### src/rtl/pong_vga_renderer_if.sv
// Game-logic/VGA-pin bundle for pong_vga_renderer: sprite positions in, sync/colour/strobes out.
interface pong_vga_renderer_if #(
    parameter int unsigned RGB_W = 4
) ();
    logic [9:0]       bola_x;
    logic [9:0]       bola_y;
    logic [9:0]       barra_e_y;
    logic [9:0]       barra_d_y;
    logic             HSync;
    logic             VSync;
    logic [RGB_W-1:0] R;
    logic [RGB_W-1:0] G;
    logic [RGB_W-1:0] B;
    logic             pix_ce;
    logic             frame_start;

    modport master (
        output bola_x, bola_y, barra_e_y, barra_d_y,
        input  HSync, VSync, R, G, B, pix_ce, frame_start
    );

    modport slave (
        input  bola_x, bola_y, barra_e_y, barra_d_y,
        output HSync, VSync, R, G, B, pix_ce, frame_start
    );
endinterface

### src/rtl/pong_vga_renderer.sv
// VGA timing generator and Pong sprite compositor (paddles, round ball, walls).
// Optional dashed centre net enabled by defining PONG_NET_EN.
module pong_vga_renderer #(
    parameter int unsigned H_VISIBLE = 640,
    parameter int unsigned H_FP      = 16,
    parameter int unsigned H_SYNC    = 96,
    parameter int unsigned H_BP      = 48,
    parameter int unsigned V_VISIBLE = 480,
    parameter int unsigned V_FP      = 10,
    parameter int unsigned V_SYNC    = 2,
    parameter int unsigned V_BP      = 33,
    parameter bit          SYNC_POL  = 1'b0,
    parameter int unsigned CLK_DIV   = 2,
    parameter int unsigned PADDLE_W  = 15,
    parameter int unsigned PADDLE_H  = 80,
    parameter int unsigned BALL_SIZE = 20,
    parameter int unsigned WALL_H    = 6,
    parameter int unsigned RGB_W     = 4
) (
    input logic              Clock,
    input logic              Reset_n,
    pong_vga_renderer_if.slave vga
);
    localparam int unsigned H_TOT = H_VISIBLE + H_FP + H_SYNC + H_BP;
    localparam int unsigned V_TOT = V_VISIBLE + V_FP + V_SYNC + V_BP;
    localparam int unsigned DW    = (CLK_DIV > 1) ? $clog2(CLK_DIV) : 1;

    localparam logic [DW-1:0] DIV_LAST = DW'(CLK_DIV - 1);
    localparam logic [10:0]   H_LAST   = 11'(H_TOT - 1);
    localparam logic [10:0]   V_LAST   = 11'(V_TOT - 1);
    localparam logic [10:0]   HV       = 11'(H_VISIBLE);
    localparam logic [10:0]   VV       = 11'(V_VISIBLE);
    localparam logic [10:0]   HS_FIRST = 11'(H_VISIBLE + H_FP);
    localparam logic [10:0]   HS_LAST  = 11'(H_VISIBLE + H_FP + H_SYNC - 1);
    localparam logic [10:0]   VS_FIRST = 11'(V_VISIBLE + V_FP);
    localparam logic [10:0]   VS_LAST  = 11'(V_VISIBLE + V_FP + V_SYNC - 1);
    localparam logic [10:0]   PW       = 11'(PADDLE_W);
    localparam logic [10:0]   PH       = 11'(PADDLE_H);
    localparam logic [10:0]   RP_FIRST = 11'(H_VISIBLE - PADDLE_W);
    localparam logic [10:0]   BS       = 11'(BALL_SIZE);
    localparam logic [11:0]   BS12     = 12'(BALL_SIZE);
    localparam logic [24:0]   R2       = 25'(BALL_SIZE * BALL_SIZE);
    localparam logic [10:0]   WH       = 11'(WALL_H);
    localparam logic [10:0]   WB_FIRST = 11'(V_VISIBLE - WALL_H);

    logic [DW-1:0] div_q, div_d;
    logic          ce_q;
    logic [10:0]   hpos_q, vpos_q;
    logic [10:0]   bx_q, by_q, ey_q, dy_q;
    logic          hsync_q, vsync_q;
    logic          fg_q;

    logic          hpos_last, vpos_last;
    logic          active, hsync_on, vsync_on;
    logic          hit_left, hit_right, hit_ball, hit_wall, hit_net, fg_d;
    logic [10:0]   dx, dyb;
    logic [11:0]   tx, ty, ax, ay;
    logic [23:0]   sqx, sqy;

    assign div_d     = (div_q == DIV_LAST) ? '0 : div_q + 1'b1;
    assign hpos_last = (hpos_q == H_LAST);
    assign vpos_last = (vpos_q == V_LAST);

    // ce_q tracks (div_q == CLK_DIV-1) but stays low while in reset
    always_ff @(posedge Clock) begin
        if (!Reset_n) begin
            div_q <= '0;
            ce_q  <= 1'b0;
        end else begin
            div_q <= div_d;
            ce_q  <= (div_d == DIV_LAST);
        end
    end

    always_ff @(posedge Clock) begin
        if (!Reset_n) begin
            hpos_q <= '0;
            vpos_q <= '0;
            bx_q   <= '0;
            by_q   <= '0;
            ey_q   <= '0;
            dy_q   <= '0;
        end else if (ce_q) begin
            hpos_q <= hpos_last ? '0 : hpos_q + 11'd1;
            if (hpos_last) begin
                vpos_q <= vpos_last ? '0 : vpos_q + 11'd1;
            end
            // Shadow positions at the start of vertical blanking so a frame never tears
            if (hpos_q == '0 && vpos_q == VV) begin
                bx_q <= {1'b0, vga.bola_x};
                by_q <= {1'b0, vga.bola_y};
                ey_q <= {1'b0, vga.barra_e_y};
                dy_q <= {1'b0, vga.barra_d_y};
            end
        end
    end

    always_comb begin
        active    = (hpos_q < HV) && (vpos_q < VV);
        hsync_on  = (hpos_q >= HS_FIRST) && (hpos_q <= HS_LAST);
        vsync_on  = (vpos_q >= VS_FIRST) && (vpos_q <= VS_LAST);
        hit_left  = (hpos_q < PW) && (vpos_q >= ey_q) && (vpos_q < ey_q + PH);
        hit_right = (hpos_q >= RP_FIRST) && (hpos_q < HV)
                    && (vpos_q >= dy_q) && (vpos_q < dy_q + PH);
        hit_wall  = (vpos_q < WH) || ((vpos_q >= WB_FIRST) && (vpos_q < VV));

        // Disc test on doubled offsets from the box centre: |2d+1-S| per axis
        dx  = hpos_q - bx_q;
        dyb = vpos_q - by_q;
        tx  = {dx, 1'b0} + 12'd1;
        ty  = {dyb, 1'b0} + 12'd1;
        ax  = (tx >= BS12) ? tx - BS12 : BS12 - tx;
        ay  = (ty >= BS12) ? ty - BS12 : BS12 - ty;
        sqx = 24'(ax) * 24'(ax);
        sqy = 24'(ay) * 24'(ay);
        hit_ball = (hpos_q >= bx_q) && (hpos_q < bx_q + BS)
                   && (vpos_q >= by_q) && (vpos_q < by_q + BS)
                   && ((25'(sqx) + 25'(sqy)) <= R2);
`ifdef PONG_NET_EN
        hit_net = ((hpos_q == HV / 11'd2 - 11'd1) || (hpos_q == HV / 11'd2)) && !vpos_q[3];
`else
        hit_net = 1'b0;
`endif
        fg_d = active && (hit_left || hit_right || hit_ball || hit_wall || hit_net);
    end

    always_ff @(posedge Clock) begin
        if (!Reset_n) begin
            hsync_q <= ~SYNC_POL;
            vsync_q <= ~SYNC_POL;
            fg_q    <= 1'b0;
        end else if (ce_q) begin
            hsync_q <= hsync_on ? SYNC_POL : ~SYNC_POL;
            vsync_q <= vsync_on ? SYNC_POL : ~SYNC_POL;
            fg_q    <= fg_d;
        end
    end

    assign vga.HSync       = hsync_q;
    assign vga.VSync       = vsync_q;
    assign vga.R           = {RGB_W{fg_q}};
    assign vga.G           = {RGB_W{fg_q}};
    assign vga.B           = {RGB_W{fg_q}};
    assign vga.pix_ce      = ce_q;
    assign vga.frame_start = ce_q && hpos_last && vpos_last;
endmodule
### src/flat_wrapper.sv
// flat-port wrapper written by rule: the top's interface ports become plain ports
module pong_vga_renderer_flat 
#(
    parameter int unsigned H_VISIBLE = 640,
    parameter int unsigned H_FP      = 16,
    parameter int unsigned H_SYNC    = 96,
    parameter int unsigned H_BP      = 48,
    parameter int unsigned V_VISIBLE = 480,
    parameter int unsigned V_FP      = 10,
    parameter int unsigned V_SYNC    = 2,
    parameter int unsigned V_BP      = 33,
    parameter bit          SYNC_POL  = 1'b0,
    parameter int unsigned CLK_DIV   = 2,
    parameter int unsigned PADDLE_W  = 15,
    parameter int unsigned PADDLE_H  = 80,
    parameter int unsigned BALL_SIZE = 20,
    parameter int unsigned WALL_H    = 6,
    parameter int unsigned RGB_W     = 4
)
  (Clock, Reset_n, vga_bola_x, vga_bola_y, vga_barra_e_y, vga_barra_d_y, vga_HSync, vga_VSync, vga_R, vga_G, vga_B, vga_pix_ce, vga_frame_start);
  pong_vga_renderer_if #(.RGB_W(RGB_W)) vga_i ();
  input logic Clock;
  input logic Reset_n;
  input wire logic [$bits(vga_i.bola_x)-1:0] vga_bola_x;
  input wire logic [$bits(vga_i.bola_y)-1:0] vga_bola_y;
  input wire logic [$bits(vga_i.barra_e_y)-1:0] vga_barra_e_y;
  input wire logic [$bits(vga_i.barra_d_y)-1:0] vga_barra_d_y;
  output wire logic [$bits(vga_i.HSync)-1:0] vga_HSync;
  output wire logic [$bits(vga_i.VSync)-1:0] vga_VSync;
  output wire logic [$bits(vga_i.R)-1:0] vga_R;
  output wire logic [$bits(vga_i.G)-1:0] vga_G;
  output wire logic [$bits(vga_i.B)-1:0] vga_B;
  output wire logic [$bits(vga_i.pix_ce)-1:0] vga_pix_ce;
  output wire logic [$bits(vga_i.frame_start)-1:0] vga_frame_start;
  assign vga_i.bola_x = vga_bola_x;
  assign vga_i.bola_y = vga_bola_y;
  assign vga_i.barra_e_y = vga_barra_e_y;
  assign vga_i.barra_d_y = vga_barra_d_y;
  assign vga_HSync = vga_i.HSync;
  assign vga_VSync = vga_i.VSync;
  assign vga_R = vga_i.R;
  assign vga_G = vga_i.G;
  assign vga_B = vga_i.B;
  assign vga_pix_ce = vga_i.pix_ce;
  assign vga_frame_start = vga_i.frame_start;
  pong_vga_renderer #(.H_VISIBLE(H_VISIBLE), .H_FP(H_FP), .H_SYNC(H_SYNC), .H_BP(H_BP), .V_VISIBLE(V_VISIBLE), .V_FP(V_FP), .V_SYNC(V_SYNC), .V_BP(V_BP), .SYNC_POL(SYNC_POL), .CLK_DIV(CLK_DIV), .PADDLE_W(PADDLE_W), .PADDLE_H(PADDLE_H), .BALL_SIZE(BALL_SIZE), .WALL_H(WALL_H), .RGB_W(RGB_W)) u_core (.Clock(Clock), .Reset_n(Reset_n), .vga(vga_i));
endmodule
### config.mk
export PLATFORM = sky130hd
export DESIGN_NAME = pong_vga_renderer_flat
export DESIGN_NICKNAME = d
export VERILOG_FILES = /design/src/rtl/pong_vga_renderer_if.sv /design/src/rtl/pong_vga_renderer.sv /design/src/flat_wrapper.sv
export SDC_FILE = /design/constraint.sdc
export NUM_CORES = 1
export LEC_CHECK = 0
export CAP_MARGIN = 40
export CORE_MARGIN = 2
export CORE_UTILIZATION = 45
export DETAILED_ROUTE_END_ITERATION = 8
export GPL_TIMING_DRIVEN = 0
export PLACE_DENSITY = 0.68
export SETUP_SLACK_MARGIN = 0.15
export SYNTH_ARGS = -nofsm -noshare
export SYNTH_HDL_FRONTEND = slang
export SYNTH_SLANG_ARGS = --single-unit
### constraint.sdc
create_clock -name Clock -period 9 [get_ports Clock]
set_input_delay 1.8 -clock Clock [delete_from_list [all_inputs] [get_ports Clock]]
set_output_delay 1.8 -clock Clock [all_outputs]
set_load 0.05 [all_outputs]
# Word-level counts from Yosys, hierarchy flattened
# Index checks and enable logic that the tools add are counted.
# word_totals
output_inout_bits,16
memories,0
input_bits,42
latchBits,0
register_bits,66
ramBits,0
word_cells,84
mem_bits_ro,0
# classes
order_cmp,21
add_sub_neg,16
n_mul,2
n_mux,6
n_bitwise,1
reduce_logical,25
n_eq_ne,3
shift,0
n_div,0
# op_table
cell,count
$mul A12 B12 Y24,2
$ge A11 B10 Y1,4
$lt A11 B11 Y1,4
$add A24 B24 Y25,1
$le A25 B9 Y1 const B,1
$add A12 B1 Y12 const B,2
$ge A12 B5 Y1 const B,2
$mux W12,2
$sub A12 B5 Y12 const B,2
$sub A5 B12 Y12 const A,2
$add A10 B5 Y11 const B,2
$add A10 B7 Y11 const B,2
$add A11 B1 Y11 const B,2
$eq A11 B10 Y1 const B,2
$ge A11 B10 Y1 const B,2
$ge A11 B9 Y1 const B,2
$mux W11,2
$sub A11 B10 Y11,2
$logic_and A1 B1 Y1,17
$eq A11 B9 Y1 const B,1
$le A11 B10 Y1 const B,1
$le A11 B9 Y1 const B,1
$logic_not A11 Y1,1
$lt A11 B10 Y1 const B,1
other kinds (9),14

# Depth between registers and ports, before layout
# Gate-level depths: netlist (run 1).
# logic_depth
word_depth,11
mapped_depth,40
depth_no_buf,38

# Worst setup path after synthesis (run 1)
# OpenSTA, ideal clock, no wires.
# synth_path
path_kind,register to register
start,register u_core.vpos_q[0]
end,register u_core.fg_q
stages_incl_launch_ff,38
required_time_ns,8.913
setup_ns,0.087
synth_period_minus_slack_ns,9.545
path_buffers,2
path_slack_ns,-0.545
arrival_time_ns,9.458
path_cell_list,dfxtp_1 > inv_1 > ha_1 > inv_1 > fa_1 > a21o_1 > a21oi_1 > o221ai_1 > xor2_1 > nor3_1 > or4b_1 > buf_6 > nor3b_1 > xor2_1 > inv_2 > nor2_1 > fa_1 > inv_1 > (+2 left out) > fa_1 > inv_1 > fa_1 > fa_1 > inv_1 > fa_1 > inv_1 > ha_1 > clkbuf_1 > inv_1 > a22o_1 > nor4_1 > nand4_1 > a211o_1 > a2111oi_0 > and4_1 > o2111ai_1 > o31ai_1
# synth_between
elab_chain_len,11
elab_cells_between_ends,32
classes_between,5 x add/sub; 1 x mul; 11 x order compare; 1 x mux; 14 x reduce/logical
# synth_rtl
element,line,source
from (decl),pong_vga_renderer.sv:48,"logic [10:0] hpos_q, vpos_q;"
from (signal assigned),pong_vga_renderer.sv:86,vpos_q <= vpos_last ? '0 : vpos_q + 11'd1;
$sub A11 B10 Y11,pong_vga_renderer.sv:109,dyb = vpos_q - by_q;
$add A12 B1 Y12,pong_vga_renderer.sv:111,"ty = {dyb, 1'b0} + 12'd1;"
$sub A5 B12 Y12 (tied with other cells),pong_vga_renderer.sv:113,ay = (ty >= BS12) ? ty - BS12 : BS12 - ty;
$mux W12,pong_vga_renderer.sv:113,
$mul A12 B12 Y24,pong_vga_renderer.sv:115,sqy = 24'(ay) * 24'(ay);
$add A24 B24 Y25,pong_vga_renderer.sv:118,&& ((25'(sqx) + 25'(sqy)) <= R2);
$le A25 B9 Y1,pong_vga_renderer.sv:118,
$logic_and A1 B1 Y1,pong_vga_renderer.sv:118,
$logic_or A1 B1 Y1 (2 in series),pong_vga_renderer.sv:124,fg_d = active && (hit_left || hit_right || hit_ball || hit_wall || hit_net);
$logic_and A1 B1 Y1 *,pong_vga_renderer.sv:124,
to (signal assigned),pong_vga_renderer.sv:135,fg_q <= fg_d;
to (decl),pong_vga_renderer.sv:51,logic fg_q;
# Every way passes the cells marked *; elsewhere a longest branch is shown, timed or not.
# A chain may end at the register's enable or synchronous reset.

# Final worst setup path (run 1)
# Same ends and word-level chain as after synthesis.

==> impl_metrics.json, run 1 <==
{
  "crit_start": "u_core.vpos_q[0]",
  "syn_area_per_cell_um2": 8.48,
  "cellLeakagePower_nw": 7.71,
  "design_power_total_w": 0.00623,
  "h_tree_depth": 3,
  "hp-class": "reg2reg",
  "area.growth.synth_to_final_pct": 18.3,
  "pwr-share-clk_pct": 6.1,
  "final-setup-viol-count": 1,
  "cts_tree": "yes",
  "drt-wirelength-per-cell_um": 16.8,
  "grt.total_usage_pct": 23.4,
  "core_um2": 30700,
  "critical_path.endpoint_type": "flip-flop",
  "timing.critical_path.mode_cell": "sky130_fd_sc_hd__fa_1",
  "drtPass1Iterations": 6,
  "worst_hold_start": "u_core.by_q[8]",
  "p_sw_w": 0.00328,
  "grt_start_max_net_pins": 14,
  "report.final.hold_viol_count": 0,
  "worst_pin_slew_ns": 0.709,
  "synth.yosys.warnings": 0,
  "r2r.worst_path.cells": 33,
  "remaining_drc_errors": 0,
  "async_flop_share_pct": 0,
  "postRouteAntennaNets": 0,
  "final-instance-count-excl-fill": 2184,
  "relSlewSlack_pct": 52.4,
  "std_cell_rows": 64,
  "synth_nets": 2093,
  "place.port_buffers": 57,
  "detailed_place_hpwl_um": 30300,
  "minimum_hold_slack_ns": 0.457,
  "arrival_ns": 9.59,
  "grt_antenna_before_repair": 0,
  "vias_per_cell": 5.31,
  "finalWeightedCongestion": 0.904,
  "dpl.cell_count": 2121,
  "max_stage_delay_ns": 0.57,
  "grt-ovfl-total": 0,
  "synth-seq-cells": 66,
  "floorplan.die.height_um": 181,
  "timing.critical_path.fanout_max": 6,
  "clock.fmax_mhz": 107,
  "worst_skew_pair.late_latency_ns": 0.33,
  "critical_path_class": "reg2reg",
  "syn_inst": 1666,
  "rr_startpoint": "u_core.vpos_q[0]",
  "clkSinkCount": 66,
  "die_area_um2": 32800,
  "fin_nets": 2210,
  "ys_top_cells_by_area": "sky130_fd_sc_hd__fa_1, sky130_fd_sc_hd__ha_1, sky130_fd_sc_hd__dfxtp_1, sky130_fd_sc_hd__inv_1, sky130_fd_sc_hd__nand2_1",
  "via_count": 11600,
  "commonest_non_fill_non_tap_cells_in_the_layout": "sky130_fd_sc_hd__inv_1, sky130_fd_sc_hd__fa_1, sky130_fd_sc_hd__ha_1, sky130_fd_sc_hd__nand2_1, sky130_fd_sc_hd__nor2_1",
  "synth.cell_area_um2": 14100,
  "fin_max_slew_vios": 0,
  "seq_power_share_pct": 4.8,
  "final_min_period_over_clock_period_pct": 104,
  "number_of_distinct_standard_cells_referenced_by_the_synthesized_netlist": 76,
  "min_period_ns": 9.36,
  "drv_cap": 0,
  "sw_frac_of_total_pct": 52.7,
  "clk_transition_reported_paths_ns": 0.05,
  "post_cts_hold_buffer_count": 0,
  "finalClockSkew_ns": 0.00646,
  "synth_enable_flop_cells": 0,
  "cts_root_buf": "sky130_fd_sc_hd__clkbuf_16",
  "cp_slowest_cell": "sky130_fd_sc_hd__fa_1",
  "standard_cell_area_after_detailed_placement_um2": 15500,
  "final_critical_path_setup_slack_ns": -0.361,
  "proportion_of_layout_cells_with_a_drive_suffix_above_1_pct": 12.3,
  "worst_ep_required_time_ns": 9.23,
  "synthDominantCellAreaShare_pct": 28.9,
  "outcome": "finished with violations",
  "floorplan.io_pins": 58,
  "ir_worst_vdd_mv": 0.704,
  "synthDominantAreaCellType": "sky130_fd_sc_hd__fa_1",
  "die_width_um": 181,
  "p_comb_share_pct": 89.1,
  "failed_checks": "setup timing",
  "initialDrtViolationCount": 603,
  "first_global_vias": 12300,
  "cts_buffers": 9,
  "grt_setup_unrepaired": "yes",
  "power.internal_w": 0.00294,
  "layout_filler_cell_count": 2837,
  "primary_flip_flop_cell_chosen_by_synthesis_mapping": "sky130_fd_sc_hd__dfxtp_1",
  "critPathLaunchType": "flip-flop",
  "hold_depth": 2,
  "num_antenna_cells": 0,
  "stdcell_area_um2": 16700,
  "pwr_density_cell_nw_per_um2": 373,
  "grt_pass1_wl_um": 62300,
  "finalSetupTns_ns": -0.361,
  "clk_path_buf_depth": 2,
  "detail_route.wirelength_um": 36700,
  "most_common_cell_after_layout_fill_and_taps_aside": "sky130_fd_sc_hd__inv_1",
  "ys_seq_area_share_pct": 9.36,
  "floorplan.initialDensity_pct": 45.9
}
[per-stage QoR]
stage,utilization (%),setup WS [ns]
6_report,54.3,-0.361
5_1_grt,54.3,-0.730
4_1_cts,53.9,-0.325
3_5_place_dp,50.5,-1.01
3_3_place_gp,50.5,-1.18
2_1_floorplan,-,0.155
[cell usage after synthesis (16+ instances only)]
cell and number:
sky130_fd_sc_hd__fa_1 204, sky130_fd_sc_hd__nor2_1 142, sky130_fd_sc_hd__clkbuf_1 30, sky130_fd_sc_hd__nand2_1 151, sky130_fd_sc_hd__nand2b_1 24, sky130_fd_sc_hd__o21a_1 18
sky130_fd_sc_hd__nor3_1 34, sky130_fd_sc_hd__inv_1 346, sky130_fd_sc_hd__o21ai_0 41, sky130_fd_sc_hd__nand4_1 22, sky130_fd_sc_hd__nor4_1 16, sky130_fd_sc_hd__a21oi_1 44
sky130_fd_sc_hd__xnor2_1 43, sky130_fd_sc_hd__nand3_1 16, sky130_fd_sc_hd__a21o_1 19, sky130_fd_sc_hd__ha_1 181, sky130_fd_sc_hd__dfxtp_1 66, sky130_fd_sc_hd__xor2_1 31
sky130_fd_sc_hd__a21boi_0 43
[final cells by class]
| cell class | count | area (µm²) | area share [%] |
|---|---|---|---|
| Clock inverter | 5 | 77.6 | 0.464 |
| Multi-Input combinational cell | 1201 | 11800 | 70.9 |
| Sequential cell | 66 | 1340 | 8.01 |
| Tap cell | 396 | 495 | 2.97 |
| Timing Repair Buffer | 106 | 1040 | 6.20 |
| Clock buffer | 11 | 243 | 1.45 |
| Inverter | 350 | 1350 | 8.10 |
| Buffer | 49 | 323 | 1.93 |
[worst max-delay path, delay by kind of cell, from the launching register on]
family | cells | cell delay (ns)
xor+xnor | 2 | 0.32
flops | 1 | 0.36
buf+inv | 8 | 0.78
simple gates | 5 | 1.49
compound gates | 8 | 1.93
fa+ha+maj | 10 | 4.36
[final timing paths]
kind | endpoint | slack (ns)
worst max register to register | u_core.fg_q | -0.36
worst min register to register | u_core.by_q[8] | 0.46
worst min-delay path | u_core.by_q[8] | 0.46
worst max-delay path | u_core.fg_q | -0.36
[what timing repair did]
action | in CTS | in global routing
cloned | 1 | 0
gates resized for setup | 66 | 23
setup buffers | 46 | 0
endpoints found under the setup margin | 1 | 1
pin swaps | 46 | 4
hold endpoints to repair | 0 | 0
[power groups by stage]
stage,clock network (W),registers [W],logic (W)
after floorplan,0,0.000305,0.00391
after global placement,0,0.000305,0.00499
after detailed placement,0,0.000305,0.00506
after CTS,0.000381,0.000299,0.00534
after global routing,0.000397,0.000299,0.00619
final,0.000377,0.000299,0.00555
[sequential cells by signal (all words and copies together) (netlist names), 10 cells and up]
register and flops:
u_core.bx_q 10, u_core.by_q 10, u_core.dy_q 10, u_core.ey_q 10, u_core.hpos_q 11, u_core.vpos_q 11
[per-layer routing]
layer,GRT usage (%),share of wire [%],up-vias
met5,0,0,-
met4,5.89,2.3,0
met1,31.0,45,5678
li1,-,-,5617
met3,2.42,3.4,51
met2,41.1,50,258
[kinds of logic after synthesis]
family	share of synthesized area, %
adders and majority gates	45.0
muxes	0.514
and+or+nand+nor	15.8
xor gates and xnor gates	5.83
AOI/OAI and AO/OA	12.5
DFF	9.36
buffers and inverters	11.1
(Power assumes the default switching activity.)
==> run 2, diff against run 1 <==
--- a/config.mk
+++ b/config.mk
@@ -10,7 +10,9 @@
 export CORE_UTILIZATION = 45
 export DETAILED_ROUTE_END_ITERATION = 8
 export GPL_TIMING_DRIVEN = 0
-export PLACE_DENSITY = 0.68
+export HOLD_SLACK_MARGIN = 0.1
+export MAX_ROUTING_LAYER = met4
+export PLACE_DENSITY_LB_ADDON = 0.1
 export SETUP_SLACK_MARGIN = 0.15
 export SYNTH_ARGS = -nofsm -noshare
 export SYNTH_HDL_FRONTEND = slang
==> impl_metrics.json, run 2 (synthesized netlist as in run 1, its figures left out) <==
{
  "outcome": "finished with violations",
  "clock.fmax_mhz": 106,
  "core_um2": 30700,
  "floorplan.io_pins": 58,
  "most_common_cell_after_layout_fill_and_taps_aside": "sky130_fd_sc_hd__inv_1",
  "ir_worst_vdd_mv": 0.535,
  "grt.total_usage_pct": 24.6,
  "clk_transition_reported_paths_ns": 0.05,
  "drt-wirelength-per-cell_um": 16.9,
  "minimum_hold_slack_ns": 0.463,
  "cpLargestDelayFamily": "adder cells",
  "worst_ep_required_time_ns": 9.23,
  "largest_registers": "u_core.hpos_q x11, u_core.vpos_q x11",
  "critical_path.endpoint_type": "flip-flop",
  "min_period_ns": 9.46,
  "clkSinkCount": 66,
  "grt_pass1_wl_um": 62500,
  "arrival_ns": 9.70,
  "vias_per_cell": 5.20,
  "cp_slowest_cell": "sky130_fd_sc_hd__or4b_4",
  "fin_max_slew_vios": 0,
  "cts_root_buf": "sky130_fd_sc_hd__clkbuf_16",
  "first_global_vias": 12000,
  "cellLeakagePower_nw": 7.74,
  "std_cell_rows": 64,
  "remaining_drc_errors": 0,
  "hp-class": "reg2reg",
  "worst_pin_slew_ns": 0.723,
  "finalWeightedCongestion": 0.911,
  "die_width_um": 181,
  "dpl.cell_count": 2121,
  "cts_tree": "yes",
  "final-instance-count-excl-fill": 2192,
  "final-setup-viol-count": 1,
  "fin_nets": 2218,
  "num_antenna_cells": 0,
  "report.final.hold_viol_count": 0,
  "drv_cap": 0,
  "grt-busiest-layer": "met2",
  "floorplan.die.height_um": 181,
  "max_stage_delay_ns": 0.60,
  "grt_antenna_before_repair": 0,
  "proportion_of_layout_cells_with_a_drive_suffix_above_1_pct": 13.6,
  "number_of_buffer_and_inverter_stages_on_the_critical_path": 8,
  "via_count": 11400,
  "final_critical_path_setup_slack_ns": -0.461,
  "relSlewSlack_pct": 51.4,
  "cts_buffers": 9,
  "final_min_period_over_clock_period_pct": 105,
  "grt-ovfl-total": 0,
  "met3_track_demand_over_resource_pct": 1.51,
  "grt_use_met1_pct": 31.0,
  "failed_checks": "setup timing",
  "drtPass1Iterations": 5,
  "gr-usage-met2_pct": 42.4,
  "timing.critical_path.fanout_max": 6,
  "postRouteAntennaNets": 0,
  "initialDrtViolationCount": 499,
  "h_tree_depth": 3,
  "critPathLaunchType": "flip-flop",
  "layout_filler_cell_count": 2896,
  "finalClockSkew_ns": 0.0111,
  "grt_start_max_net_pins": 14,
  "die_area_um2": 32800,
  "floorplan.initialDensity_pct": 45.9,
  "critical_path_class": "reg2reg",
  "detail_route.wirelength_um": 37100,
  "detailed_place_hpwl_um": 31100,
  "clk_path_buf_depth": 2,
  "worst_skew_pair.late_latency_ns": 0.34,
  "grt_setup_unrepaired": "yes",
  "place.port_buffers": 57,
  "pwr_density_cell_nw_per_um2": 362,
  "timing.critical_path.mode_cell": "sky130_fd_sc_hd__fa_1",
  "commonest_non_fill_non_tap_cells_in_the_layout": "sky130_fd_sc_hd__inv_1, sky130_fd_sc_hd__fa_1, sky130_fd_sc_hd__ha_1, sky130_fd_sc_hd__nand2_1, sky130_fd_sc_hd__nor2_1",
  "area.growth.synth_to_final_pct": 18.7
}
## run 2: repair_timing
action | 4_1_cts | 5_1_grt
pin swaps | 43 | 7
hold buffers | 0 | 0
resized for setup | 79 | 26
setup buffers | 53 | 1
gates cloned | 1 | 0
setup endpoints to repair | 1 | 1
## run 2: cell type report
class	count	area (µm²)	area share [%]
multi-input cells	1201	11900	70.8
flip-flops and latches	66	1350	8.04
well taps	396	495	2.96
repair buffers	114	1080	6.45
inverters	350	1340	8.01
clock inverters	6	67.6	0.403
clock buffers	10	229	1.37
plain buffers	49	325	1.94
## run 2: path summary, 6_finish.rpt
path	slack, ns	to	start	cells after the start
max	-0.46	u_core.fg_q	u_core.vpos_q[0]	33
min	0.46	u_core.dy_q[3]	u_core.dy_q[3]	2
max reg2reg	-0.46	u_core.fg_q	u_core.vpos_q[0]	33
min reg2reg	0.46	u_core.dy_q[3]	u_core.dy_q[3]	2
## run 2: metal layers
| layer | share of wire (%) | wire [µm] |
|---|---|---|
| met3 | 2.0 | 748 |
| met4 | 3.2 | 1200 |
| met5 | 0 | 0 |
| met1 | 46 | 16900 |
| met2 | 49 | 18200 |
## run 2: worst register-to-register path, delay by kind of cell, from the launching register on
kind | cells | cell delay, ns
compound gates | 8 | 1.88
buf+inv | 8 | 0.81
fa+ha+maj | 10 | 4.51
xor+xnor | 2 | 0.37
flops | 1 | 0.35
simple gates | 5 | 1.44
## run 2: power by group
part / switching, W / total, W / internal (W)
combinational: 0.00309 / 0.00542 / 0.00233
sequential: 0.00000508 / 0.000299 / 0.000293
clock: 0.000134 / 0.000349 / 0.000215
total: 0.00323 / 0.00606 / 0.00284
## run 2: metrics by stage
stage | total power, W | setup slack, ns | util, % | area (µm²) | TNS [ns]
floorplan | 0.00421 | 0.155 | - | 14500 | 0
global placement | 0.00536 | -1.22 | 50.5 | 15500 | -1.22
detailed placement | 0.00539 | -1.22 | 50.5 | 15500 | -1.22
CTS | 0.00602 | -0.500 | 54.2 | 16700 | -0.500
global route | 0.00672 | -0.832 | 54.5 | 16800 | -0.832
finish | 0.00606 | -0.461 | 54.5 | 16800 | -0.461
==> run 3, diff against run 2 <==
--- a/config.mk
+++ b/config.mk
@@ -13,6 +13,7 @@
 export HOLD_SLACK_MARGIN = 0.1
 export MAX_ROUTING_LAYER = met4
 export PLACE_DENSITY_LB_ADDON = 0.1
+export RECOVER_POWER = 100
 export SETUP_SLACK_MARGIN = 0.15
 export SYNTH_ARGS = -nofsm -noshare
 export SYNTH_HDL_FRONTEND = slang
==> impl_metrics.json, run 3 (synthesized netlist as in run 1, its figures left out) <==
{
  "drtPass1Iterations": 5,
  "post_cts_hold_buffer_count": 0,
  "fin_max_slew_vios": 0,
  "multi_input_comb_area_um2": 11900,
  "worst_pin_slew_ns": 0.985,
  "standard_cell_area_after_detailed_placement_um2": 15500,
  "final_min_period_over_clock_period_pct": 105,
  "vias_per_cell": 5.19,
  "dpl.cell_count": 2121,
  "commonest_non_fill_non_tap_cells_in_the_layout": "sky130_fd_sc_hd__inv_1, sky130_fd_sc_hd__fa_1, sky130_fd_sc_hd__ha_1, sky130_fd_sc_hd__nand2_1, sky130_fd_sc_hd__nor2_1",
  "stdcell_area_um2": 16800,
  "layout_filler_cell_count": 2896,
  "grt_antenna_before_repair": 0,
  "first_global_vias": 12000,
  "hp-class": "reg2reg",
  "failed_checks": "setup timing",
  "fin_nets": 2218,
  "detailed_place_hpwl_um": 31100,
  "report.final.hold_viol_count": 0,
  "most_common_cell_after_layout_fill_and_taps_aside": "sky130_fd_sc_hd__inv_1",
  "pwr_density_cell_nw_per_um2": 362,
  "final-instance-count-excl-fill": 2192,
  "h_tree_depth": 3,
  "floorplan.io_pins": 58,
  "max_stage_delay_ns": 0.60,
  "worst_skew_pair.late_latency_ns": 0.34,
  "detail_route.wirelength_um": 37100,
  "critPathLaunchType": "flip-flop",
  "outcome": "finished with violations",
  "grt_pass1_wl_um": 62500,
  "grt_start_max_net_pins": 14,
  "min_period_ns": 9.46,
  "finalClockSkew_ns": 0.0112,
  "grt-ovfl-total": 0,
  "largest_registers": "u_core.hpos_q x11, u_core.vpos_q x11",
  "place.port_buffers": 57,
  "grt_setup_unrepaired": "yes",
  "die_area_um2": 32800,
  "proportion_of_layout_cells_with_a_drive_suffix_above_1_pct": 13.6,
  "core_um2": 30700,
  "drt-wirelength-per-cell_um": 16.9,
  "cts_root_buf": "sky130_fd_sc_hd__clkbuf_16",
  "die_width_um": 181,
  "timing.critical_path.fanout_max": 8,
  "finalWeightedCongestion": 0.911,
  "ir_worst_vdd_mv": 0.533,
  "arrival_ns": 9.70,
  "cellLeakagePower_nw": 7.75,
  "clk_path_buf_depth": 2,
  "critical_path.endpoint_type": "flip-flop",
  "area.growth.synth_to_final_pct": 18.7,
  "finalSetupTns_ns": -0.463,
  "relSlewSlack_pct": 33.6,
  "timing.critical_path.mode_cell": "sky130_fd_sc_hd__fa_1",
  "std_cell_rows": 64,
  "clock.fmax_mhz": 106,
  "floorplan.initialDensity_pct": 45.9,
  "num_antenna_cells": 0,
  "worst_ep_required_time_ns": 9.23,
  "critical_path_class": "reg2reg",
  "cp_slowest_cell": "sky130_fd_sc_hd__or4b_4",
  "grt.total_usage_pct": 24.6,
  "floorplan.die.height_um": 181,
  "postRouteAntennaNets": 0,
  "final_critical_path_setup_slack_ns": -0.463,
  "via_count": 11400,
  "initialDrtViolationCount": 477,
  "drv_cap": 0,
  "cts_buffers": 9,
  "clkSinkCount": 66,
  "cts_tree": "yes",
  "seq_cell_area_um2": 1350,
  "final-setup-viol-count": 1,
  "clk_transition_reported_paths_ns": 0.05,
  "remaining_drc_errors": 0
}
==> run 3: cell types whose count changed in the layout (fill, tap and decap cells not counted), sizes merged <==
cell	before	now
buf	77	76
clkbuf	39	40
clkdlybuf4s50	57	40
dlygate4sd3	0	17
==> run 3: power by group <==
part	total (W)	switching (W)	internal (W)
registers	0.000299	0.00000509	0.000293
clock network	0.000349	0.000134	0.000215
logic	0.00542	0.00310	0.00233
total	0.00607	0.00324	0.00283
==> run 3: repair_timing <==
item / in CTS / in global routing
setup buffers: 53 / 1
gates resized for setup: 79 / 26
endpoints found under the setup margin: 1 / 1
gates cloned: 1 / 0
pin swaps: 43 / 7
==> run 3: final cells by class <==
class | instances | share of cell area, %
Multi-Input combinational cell | 1201 | 70.8
Clock buffer | 10 | 1.37
Clock inverter | 6 | 0.403
Tap cell | 396 | 2.96
Sequential cell | 66 | 8.04
Buffer | 49 | 1.94
Timing Repair Buffer | 114 | 6.45
Inverter | 350 | 8.01
==> run 3: final timing paths <==
path | endpoint | cells past startpoint | slack, ns | from
worst max-delay path | u_core.fg_q | 35 | -0.46 | u_core.vpos_q[0]
worst min register to register | u_core.dy_q[3] | 2 | 0.46 | u_core.dy_q[3]
worst min-delay path | u_core.dy_q[3] | 2 | 0.46 | u_core.dy_q[3]
worst max register to register | u_core.fg_q | 35 | -0.46 | u_core.vpos_q[0]
==> run 3: critical path: cells and delay by family, from the launching register on <==
family	cells	cell delay (ns)
XOR/XNOR	2	0.37
flip-flops	1	0.35
AO/OA/AOI/OAI	8	1.72
buffers and inverters	8	0.79
adder cells (fa/ha/maj)	10	4.34
AND/OR/NAND/NOR	7	1.80
==> run 3: per-stage QoR <==
stage | hold WS [ns] | utilization, % | worst slack, ns | power [W]
CTS | 0.463 | 54.2 | -0.500 | 0.00602
floorplan | 0.441 | - | 0.155 | 0.00421
finish | 0.463 | 54.5 | -0.463 | 0.00607
global placement | 0.452 | 50.5 | -1.22 | 0.00536
detailed placement | 0.458 | 50.5 | -1.22 | 0.00539
global route | 0.487 | 54.5 | -0.832 | 0.00672
==> run 3: metal layers <==
layer,track usage (%),vias to the layer above,part of all wire [%]
li1,-,5623,-
met3,1.51,62,1.9
met2,42.4,159,49
met1,31.0,5542,46
met5,-,-,0
met4,7.38,0,3.2
==> edit (flow settings as in run 3) <==
Make the reset (`Reset_n`) asynchronous in 3 clocked blocks.
--- a/src/rtl/pong_vga_renderer.sv
+++ b/src/rtl/pong_vga_renderer.sv
@@ -62,7 +62,7 @@
     assign vpos_last = (vpos_q == V_LAST);
 
     // ce_q tracks (div_q == CLK_DIV-1) but stays low while in reset
-    always_ff @(posedge Clock) begin
+    always_ff @(posedge Clock or negedge Reset_n) begin
         if (!Reset_n) begin
             div_q <= '0;
             ce_q  <= 1'b0;
@@ -72,7 +72,7 @@
         end
     end
 
-    always_ff @(posedge Clock) begin
+    always_ff @(posedge Clock or negedge Reset_n) begin
         if (!Reset_n) begin
             hpos_q <= '0;
             vpos_q <= '0;
@@ -124,7 +124,7 @@
         fg_d = active && (hit_left || hit_right || hit_ball || hit_wall || hit_net);
     end
 
-    always_ff @(posedge Clock) begin
+    always_ff @(posedge Clock or negedge Reset_n) begin
         if (!Reset_n) begin
             hsync_q <= ~SYNC_POL;
             vsync_q <= ~SYNC_POL;
Check against the original RTL: differs if Reset_n is asserted again (counterexample within 4 cycles, from zero or initial values and one cycle with Reset_n low); with Reset_n held inactive, the same outputs for 10 cycles.
==> edit against run 3 <==
Design area grew 8.9%; the run ends with capacitance limit, slew limit, setup timing left; critical endpoint is now u_core.fg_q; worst hold slack better by 0.058 ns; setup slack gained 0.38 ns; critical path depth rose by 3; non-clock buffer count rose by 87; highest routed layer unchanged; sequential cell count is the same; wire length up 8.0%; area after synthesis grew 2.6%.
Power is left out: it rests on default switching activity, and per cell area and clock period it moved more than threefold.
==> edit: results (changes against run 3) <==
- CP arrival: 9.34 ns (was 9.70 ns)
- Final Max Slew Viols: 62 (was 0)
- R2R depth: 38 (was 35)
- Via count: 12100 (was 11400)
- Startpoint of the worst-slack reg-to-reg timing path: u_core.hpos_q[0] (was u_core.vpos_q[0])
- DRT iter0 DRCs: 550 (was 477)
- Post-Syn Nets: 2085 (was 2093)
- Synth top cells by count: 322 x inv_1, 204 x fa_1, 182 x ha_1 (was 346 x inv_1, 204 x fa_1, 181 x ha_1)
- WHS Path Cells: 1 (was 2)
- Relative slew slack: -122% (was 33.6%)
- Net count, final: 2301 (was 2218)
- PortBufs: 57 (unchanged)
- Failing checks: capacitance limit, slew limit, setup timing (was setup timing)
- GPL Wtd Cong: 0.898 (was 0.911)
- Reg2reg end: u_core.fg_q (unchanged)
- Share of layout cells above drive strength 1: 21.7% (was 13.6%)
- Hold Path Sink: u_core.dy_q[0] (was u_core.dy_q[3])
- Count of final setup violators: 1 (unchanged)
- Syn avg cell area: 8.74 µm² (was 8.48 µm²)
- Synth cell types: 88 (was 76)
- Fin Clk Skew: 0.00592 ns (was 0.0112 ns)
- Worst-path fanout max: 5 (was 8)
- Async S/R FF share, synth: 100% (was 0%)
- CP peak stage delay: 0.56 ns (was 0.60 ns)
- Status: finished with violations (unchanged)
- Worst hold start: u_core.dy_q[0] (was u_core.dy_q[3])
- Final worst slack: -0.0782 ns (was -0.463 ns)
- Prevailing post-synth register cell: dfrtp_1 (was dfxtp_1)
- First-pass GRT wire length: 67200 µm (was 62500 µm)
- Pin count of the biggest net entering global routing: 62 (was 14)
- CP max-delay cell: fa_1 (was or4b_4)
- DRT Wirelength: 40000 µm (was 37100 µm)
- TNS Setup: -0.0782 ns (was -0.463 ns)
- DP HPWL: 31700 µm (was 31100 µm)
- Vias in the first global route: 12800 (was 12000)
- Max-Cap Viols: 1 (was 0)
- Synth top area cells: fa_1 28%, ha_1 16%, dfrtp_1 11%, inv_1 8.3%, nor2_1 3.4% (was fa_1 29%, ha_1 16%, dfxtp_1 9.4%, inv_1 9.2%, nand2_1 4.0%)
[edit: worst max path at each step]
stage                     cells after the start  slack [ns]          end              from
after global placement                       34       -1.89  u_core.fg_q  u_core.vpos_q[0]
after detailed placement                     33       -1.62  u_core.fg_q  u_core.vpos_q[0]
final                                        38       -0.08  u_core.fg_q  u_core.hpos_q[0]
after global routing                         38       -0.36  u_core.fg_q  u_core.hpos_q[0]
after CTS                                    37        0.04  u_core.fg_q  u_core.vpos_q[0]
after floorplan                              33        0.15  u_core.fg_q  u_core.vpos_q[0]
[edit: cell type report]
type / instances / area (µm²)
clock buffers: 9 / 225
fillers: 2847 / 13400
flip-flops and latches: 66 / 1660
multi-input cells: 1215 / 12300
repair buffers: 205 / 1810
plain buffers: 45 / 350
inverters: 331 / 1310
well taps: 402 / 503
clock inverters: 7 / 76.3
[edit: kinds of logic (layout without fill, tap and decap cells)]
logic type | after synthesis | after routing | share of synthesized area (%)
adder cells (fa/ha/maj) | 386 | 386 | 43.9
XOR/XNOR | 71 | 71 | 4.94
multiplexers | 14 | 14 | 1.06
flip-flops | 66 | 66 | 11.4
buffers and inverters | 376 | 597 | 10.1
AND/OR/NAND/NOR | 461 | 461 | 15.8
AO/OA/AOI/OAI | 283 | 283 | 12.7
[edit: worst max-delay path: cells and delay by family, from the launching register on]
kind	cells	cell delay (ns)
AO/OA/AOI/OAI	5	1.71
XOR/XNOR	1	0.12
adder cells (fa/ha/maj)	10	4.39
buffers and inverters	12	1.09
flip-flops	1	0.43
AND/OR/NAND/NOR	10	1.27
[edit: metal layers]
layer	track usage, %	share of wire [%]	vias to the layer above
met5	-	0	-
met4	7.17	2.8	0
met3	1.68	2.7	58
met2	44.9	50	234
met1	33.0	45	5948
li1	-	-	5872
[edit: what timing repair did]
| item | CTS | global route |
|---|---|---|
| gates cloned | 2 | 0 |
| hold buffers | 0 | 0 |
| pin swaps | 129 | 13 |
| buffers inserted | 136 | 5 |
| setup endpoints to repair | 1 | 1 |
| resized for setup | 257 | 15 |
[edit: through the flow]
step | cell area (µm²) | util (%) | std cells | hold slack, ns | worst slack [ns]
6_report | 18300 | 57.7 | 2280 | 0.521 | -0.0782
5_1_grt | 18300 | 57.7 | 2280 | 0.542 | -0.363
4_1_cts | 18200 | 57.5 | 2275 | 0.520 | 0.0386
3_5_place_dp | 15600 | 49.4 | 2121 | 0.507 | -1.62
3_3_place_gp | 15600 | 49.3 | 2116 | 0.504 | -1.89
2_1_floorplan | 14500 | - | 1657 | 0.487 | 0.150
